`src/rtl/sync_delay_line.sv`:
```
// sync_delay_line: video timing/pixel alignment delay line.
// Ports: pclk/rst, dly_cfg, {de,hs,vs,data}_in -> _out, dly_cur, dly_busy.
module sync_delay_line #(
  parameter int DW          = 16,
  parameter int MAX_DLY     = 8,
  parameter int DLY_W       = 4,
  parameter int DEFAULT_DLY = 1,
  parameter int HS_POL      = 1,
  parameter int VS_POL      = 1
) (
  input  logic             pclk,
  input  logic             rst,
  input  logic [DLY_W-1:0] dly_cfg,
  input  logic             de_in,
  input  logic             hs_in,
  input  logic             vs_in,
  input  logic [DW-1:0]    data_in,
  output logic             de_out,
  output logic             hs_out,
  output logic             vs_out,
  output logic [DW-1:0]    data_out,
  output logic [DLY_W-1:0] dly_cur,
  output logic             dly_busy
);

  localparam int SW = DW + 3;

  localparam logic HS_ACT = (HS_POL != 0);
  localparam logic VS_ACT = (VS_POL != 0);

  localparam logic [DLY_W-1:0] ONE_L = DLY_W'(1);
  localparam logic [DLY_W-1:0] MAX_L = DLY_W'(MAX_DLY);
  localparam logic [DLY_W-1:0] DEF_L =
    (DEFAULT_DLY < 1)       ? ONE_L :
    (DEFAULT_DLY > MAX_DLY) ? MAX_L :
    DLY_W'(DEFAULT_DLY);

  // Stage word: {de, hs, vs, data}; idle = inactive syncs, no data.
  localparam logic [SW-1:0] IDLE =
    {1'b0, ~HS_ACT, ~VS_ACT, {DW{1'b0}}};

  function automatic logic [DLY_W-1:0] clamp_dly(
    input logic [DLY_W-1:0] x
  );
    logic [DLY_W-1:0] r;
    unique case (1'b1)
      (x == '0):   r = ONE_L;
      (x > MAX_L): r = MAX_L;
      default:     r = x;
    endcase
    return r;
  endfunction

  logic [SW-1:0]    stg_q [MAX_DLY];
  logic [SW-1:0]    stg_d [MAX_DLY];
  logic [DLY_W-1:0] dly_cur_q, dly_cur_d;
  logic [DLY_W-1:0] mask_q, mask_d;
  logic             vs_prev_q, vs_prev_d;

  logic [DLY_W-1:0] cfg_c;
  logic [DLY_W-1:0] mask_ld;
  logic             vs_act;
  logic             vs_lead;
  logic             req;
  logic             mask_on;
  logic [SW-1:0]    sel;

  always_comb begin
    cfg_c   = clamp_dly(dly_cfg);
    vs_act  = (vs_in == VS_ACT);
    vs_lead = vs_act & ~vs_prev_q;
    req     = (cfg_c != dly_cur_q);
    mask_on = (mask_q != '0);
    // Mask long enough to flush whichever path is longer.
    mask_ld = (cfg_c > dly_cur_q) ? cfg_c : dly_cur_q;
  end

  always_comb begin
    stg_d[0] = {de_in, hs_in, vs_in, data_in};
    for (int i = 1; i < MAX_DLY; i++) begin
      stg_d[i] = stg_q[i-1];
    end
  end

  always_comb begin
    vs_prev_d = vs_act;
    dly_cur_d = dly_cur_q;
    mask_d    = mask_on ? mask_q - ONE_L : mask_q;
    // Switch only at a VS leading edge; a reload
    // during an active mask restarts the flush.
    if (vs_lead && req) begin
      dly_cur_d = cfg_c;
      mask_d    = mask_ld;
    end
  end

  always_ff @(posedge pclk) begin
    if (rst) begin
      for (int i = 0; i < MAX_DLY; i++) begin
        stg_q[i] <= IDLE;
      end
      dly_cur_q <= DEF_L;
      mask_q    <= '0;
      vs_prev_q <= 1'b0;
    end else begin
      for (int i = 0; i < MAX_DLY; i++) begin
        stg_q[i] <= stg_d[i];
      end
      dly_cur_q <= dly_cur_d;
      mask_q    <= mask_d;
      vs_prev_q <= vs_prev_d;
    end
  end

  // Tap select: stage[dly_cur-1].
  always_comb begin
    sel = IDLE;
    for (int i = 0; i < MAX_DLY; i++) begin
      if (dly_cur_q == DLY_W'(i + 1)) begin
        sel = stg_q[i];
      end
    end
  end

  always_comb begin
    de_out   = sel[SW-1] & ~mask_on;
    hs_out   = sel[SW-2];
    vs_out   = sel[SW-3];
    data_out = mask_on ? '0 : sel[DW-1:0];
    dly_cur  = dly_cur_q;
    dly_busy = req | mask_on;
  end

endmodule
```
`config.mk`:
```
export PLATFORM = sky130hd
export DESIGN_NAME = sync_delay_line
export DESIGN_NICKNAME = d
export VERILOG_FILES = /design/src/rtl/sync_delay_line.sv
export SDC_FILE = /design/constraint.sdc
export NUM_CORES = 1
export LEC_CHECK = 0
export BUFFER_PORTS_ARGS = -buffer_cell sky130_fd_sc_hd__buf_2
export CAP_MARGIN = 10
export CELL_PAD_IN_SITES_DETAIL_PLACEMENT = 1
export CELL_PAD_IN_SITES_GLOBAL_PLACEMENT = 1
export CORE_ASPECT_RATIO = 1.4
export CORE_MARGIN = 5
export CORE_UTILIZATION = 35
export CTS_BUF_LIST = sky130_fd_sc_hd__clkbuf_16
export CTS_CLUSTER_SIZE = 40
export DETAILED_ROUTE_END_ITERATION = 10
export PLACE_DENSITY = 0.66
export SKIP_CTS_REPAIR_TIMING = 1
export SYNTH_ARGS = -nofsm -noshare
export SYNTH_HDL_FRONTEND = slang
export SYNTH_SLANG_ARGS = --single-unit
```
`constraint.sdc`:
```
create_clock -name pclk -period 2.16 [get_ports pclk]
set_clock_uncertainty 0.1 [all_clocks]
set_input_delay 0.108 -clock pclk [delete_from_list [all_inputs] [get_ports pclk]]
set_output_delay 0.108 -clock pclk [all_outputs]
set_load 0.03 [all_outputs]
```
==> flow_metrics.py <==
metrics = {
    "setup_path": {
        "critPathSlowestCell": "a222oi_1",
        "cp.arrival_ns": 2.33,
        "path_max_fanout": 7,
        "r2r_slack_ns": 0.05,
        "required_ns": 1.95,
        "startpoint_type": "flip-flop",
        "crit_chain": "clkbuf_16, buf_6, nor3_2, a21oi_1, a222oi_1, o32ai_2, buf_4",
        "crit_type": "reg2out",
        "end_kind": "primary output",
        "critPathMaxStageDelay_ns": 0.54,
    },
    "clock_tree": {
        "htreeDepth": 4,
        "clk_latency_ns": 0.44,
        "cts_buffer_depth": 2,
        "cts_tree": "built",
        "clkSlewWorstSetupHoldPaths_ns": 0.06,
        "cts_sinks": 160,
        "numCtsBuffers": 17,
        "clockRootBuffer": "clkbuf_16",
    },
    "route": {
        "dr_total_vias": 4761,
        "vias_per_cell": 5.14,
        "wl_mm": 17.1,
        "ant_nets": 0,
        "drt_iter0_drc": 313,
        "wl_per_cell_um": 18.4,
        "firstDrtPassIters": 6,
        "remaining_drc_errors": 0,
    },
    "power_and_ir_drop": {
        "vdd_ir_drop_max_mv": 0.486,
        "total_power_mw": 7.42,
        "leakagePower_nw": 3.14,
        "powerDensity_nw_per_um2": 933,
    },
    "finish": {
        "layout.nets": 708,
        "final_common_cell": "dfxtp_1",
        "layout_common_cells": "dfxtp_1 (156), nor2b_1 (155), buf_4 (38)",
        "n_antenna_cell": 0,
        "drive_above_1_share": 0.257,
        "fin_util": 0.461,
        "design_area_um2": 7960,
        "areaGrowthSynthToFinish_pct": 30.0,
    },
    "run_status": {
        "status": "finished with violations",
        "violations": "negative setup slack",
    },
    "sta": {
        "finalHoldViolCount": 0,
        "setup_viol": 19,
        "slew_headroom": 0.548,
        "drv_slew": 0,
        "rsz0062_at_grt": "yes",
        "fmaxAchievable_ghz": 0.394,
        "min_period_over_period": 1.17,
        "setup_slack_ns": -0.375,
        "holdWs_ns": 0.0327,
        "tightest_slew_ns": 0.678,
        "final.min_clock_period_ns": 2.53,
    },
    "logic_synthesis": {
        "ys_seq_area_frac": 0.523,
        "syn_avg_cell_area_um2": 10.3,
        "synth.yosys.warnings": 0,
        "synth-edff-count": 0,
        "syn_nets": 626,
        "synth_cell_types": 56,
        "synth_simple_gate_area_frac": 0.234,
        "synth-compound-area-share": 0.137,
        "synthAdderAreaFrac": 0.0102,
        "synthMuxAreaShare": 0.0456,
        "synthXorXnorAreaFrac": 0,
        "ys_seq_elements": 160,
        "synthArstFlopShare": 0,
        "synth_top_family_by_area": "simple AND/OR/NAND/NOR gates",
        "synth_cells": 596,
        "syn_area_um2": 6120,
        "ys.flop_type": "dfxtp_1",
    },
    "placement": {
        "gp_congestion": 0.762,
        "dpl-instance-area_um2": 6760,
        "dp_slack_ns": 0.101,
        "post-dp-hpwl_mm": 10.7,
        "port_buffers": 48,
    },
    "floorplan": {
        "core_um2": 17300,
        "die_area_um2": 20300,
        "ios": 49,
        "die_h_um": 167,
        "die_w_um": 122,
        "start_util": 0.355,
        "rows": 57,
    },
    "grt": {
        "first_global_vias": 4951,
        "grt-ovfl-total": 0,
        "grtUsageTotal": 0.165,
        "antenna_found_initial": 0,
        "grt_pass1_wl_mm": 26.1,
        "grt_max_degree": 55,
    },
    "job": {
        "max_cap_viol_count": 0,
    },
    "min_path": {
        "hp-class": "in2reg",
    },
}
## cell families after synthesis
| logic type | after synthesis |
|---|---|
| adders and majority gates | 5 |
| and+or+nand+nor | 231 |
| muxes | 26 |
| DFF | 160 |
| AOI/OAI and AO/OA | 118 |
| buffers and inverters | 56 |
## registers in the layout, indices dropped and copies added (netlist names)
signal / flops
dly_cur: 4
mask_q: 4
stg_q: 152
## synthesized netlist by cell type (2+ instances only)
cell type / instances / area (µm²)
a311oi_1: 3 / 26.3
a21boi_0: 3 / 22.5
buf_2: 10 / 50.1
nand2b_1: 14 / 87.6
nor3b_1: 3 / 22.5
nor3b_2: 2 / 25.0
clkbuf_1: 23 / 86.3
o211ai_1: 2 / 15.0
nor2_1: 10 / 37.5
a21oi_1: 34 / 170
nor2b_1: 157 / 982
mux2_1: 3 / 33.8
mux2i_1: 11 / 110
nor3_1: 16 / 80.1
dfxtp_1: 160 / 3200
nand2_1: 8 / 30.0
a222oi_1: 14 / 140
a22oi_1: 15 / 113
and3_1: 3 / 18.8
nand3_1: 5 / 25.0
o21ai_0: 17 / 85.1
inv_2: 3 / 11.3
mux2_2: 12 / 135
inv_1: 5 / 18.8
ha_1: 5 / 62.6
buf_6: 9 / 101
o32ai_1: 14 / 123
buf_4: 5 / 37.5
o21a_1: 3 / 22.5
## worst max-delay path, delay by kind of cell, from the launching register on
kind            cells  cell delay, ns
buf+inv             3            0.51
flops               1            0.39
simple gates        1            0.17
compound gates      3            0.82
## layout make-up
type                    instances  area, µm²
clock buffers                  17        425
repair buffers                110        961
clock inverters                14        213
flip-flops and latches        160       3220
fillers                      1900       9300
well taps                     236        295
multi-input cells             381       2820
inverters                       8       30.0
## path summary, 6_finish.rpt
kind | from | depth (start not counted) | end
worst max-delay path | dly_cur[0]$_SDFFE_PP1P_ | 7 | data_out[3]
worst max register to register | dly_cur[0]$_SDFFE_PP1P_ | 7 | mask_q[0]$_SDFFE_PP0P_
worst min register to register | stg_q[0][93]$_SDFF_PP0_ | 1 | stg_q[0][112]$_SDFF_PP0_
worst min-delay path | dly_cfg[3] | 4 | mask_q[2]$_SDFFE_PP0P_
## power by group
part / internal, mW / switching (mW) / leakage [nW]
combinational: 0.461 / 0.594 / 1.52
clock: 2.05 / 1.24 / 0.319
sequential: 3.02 / 0.0583 / 1.30
## per-layer routing
layer	GRT usage	up-vias	share of wire
met5	0	-	0
met4	0.0648	0	0.019
met3	0.0380	23	0.043
met2	0.287	117	0.53
met1	0.194	2387	0.41
li1	-	2234	-
## per-stage QoR
stage,std cells,TNS (ns)
floorplan,596,-1.32
global placement,867,0
detailed placement,867,0
CTS,898,-5.53
global route,926,-5.41
finish,926,-3.60
(Power assumes the default switching activity.)
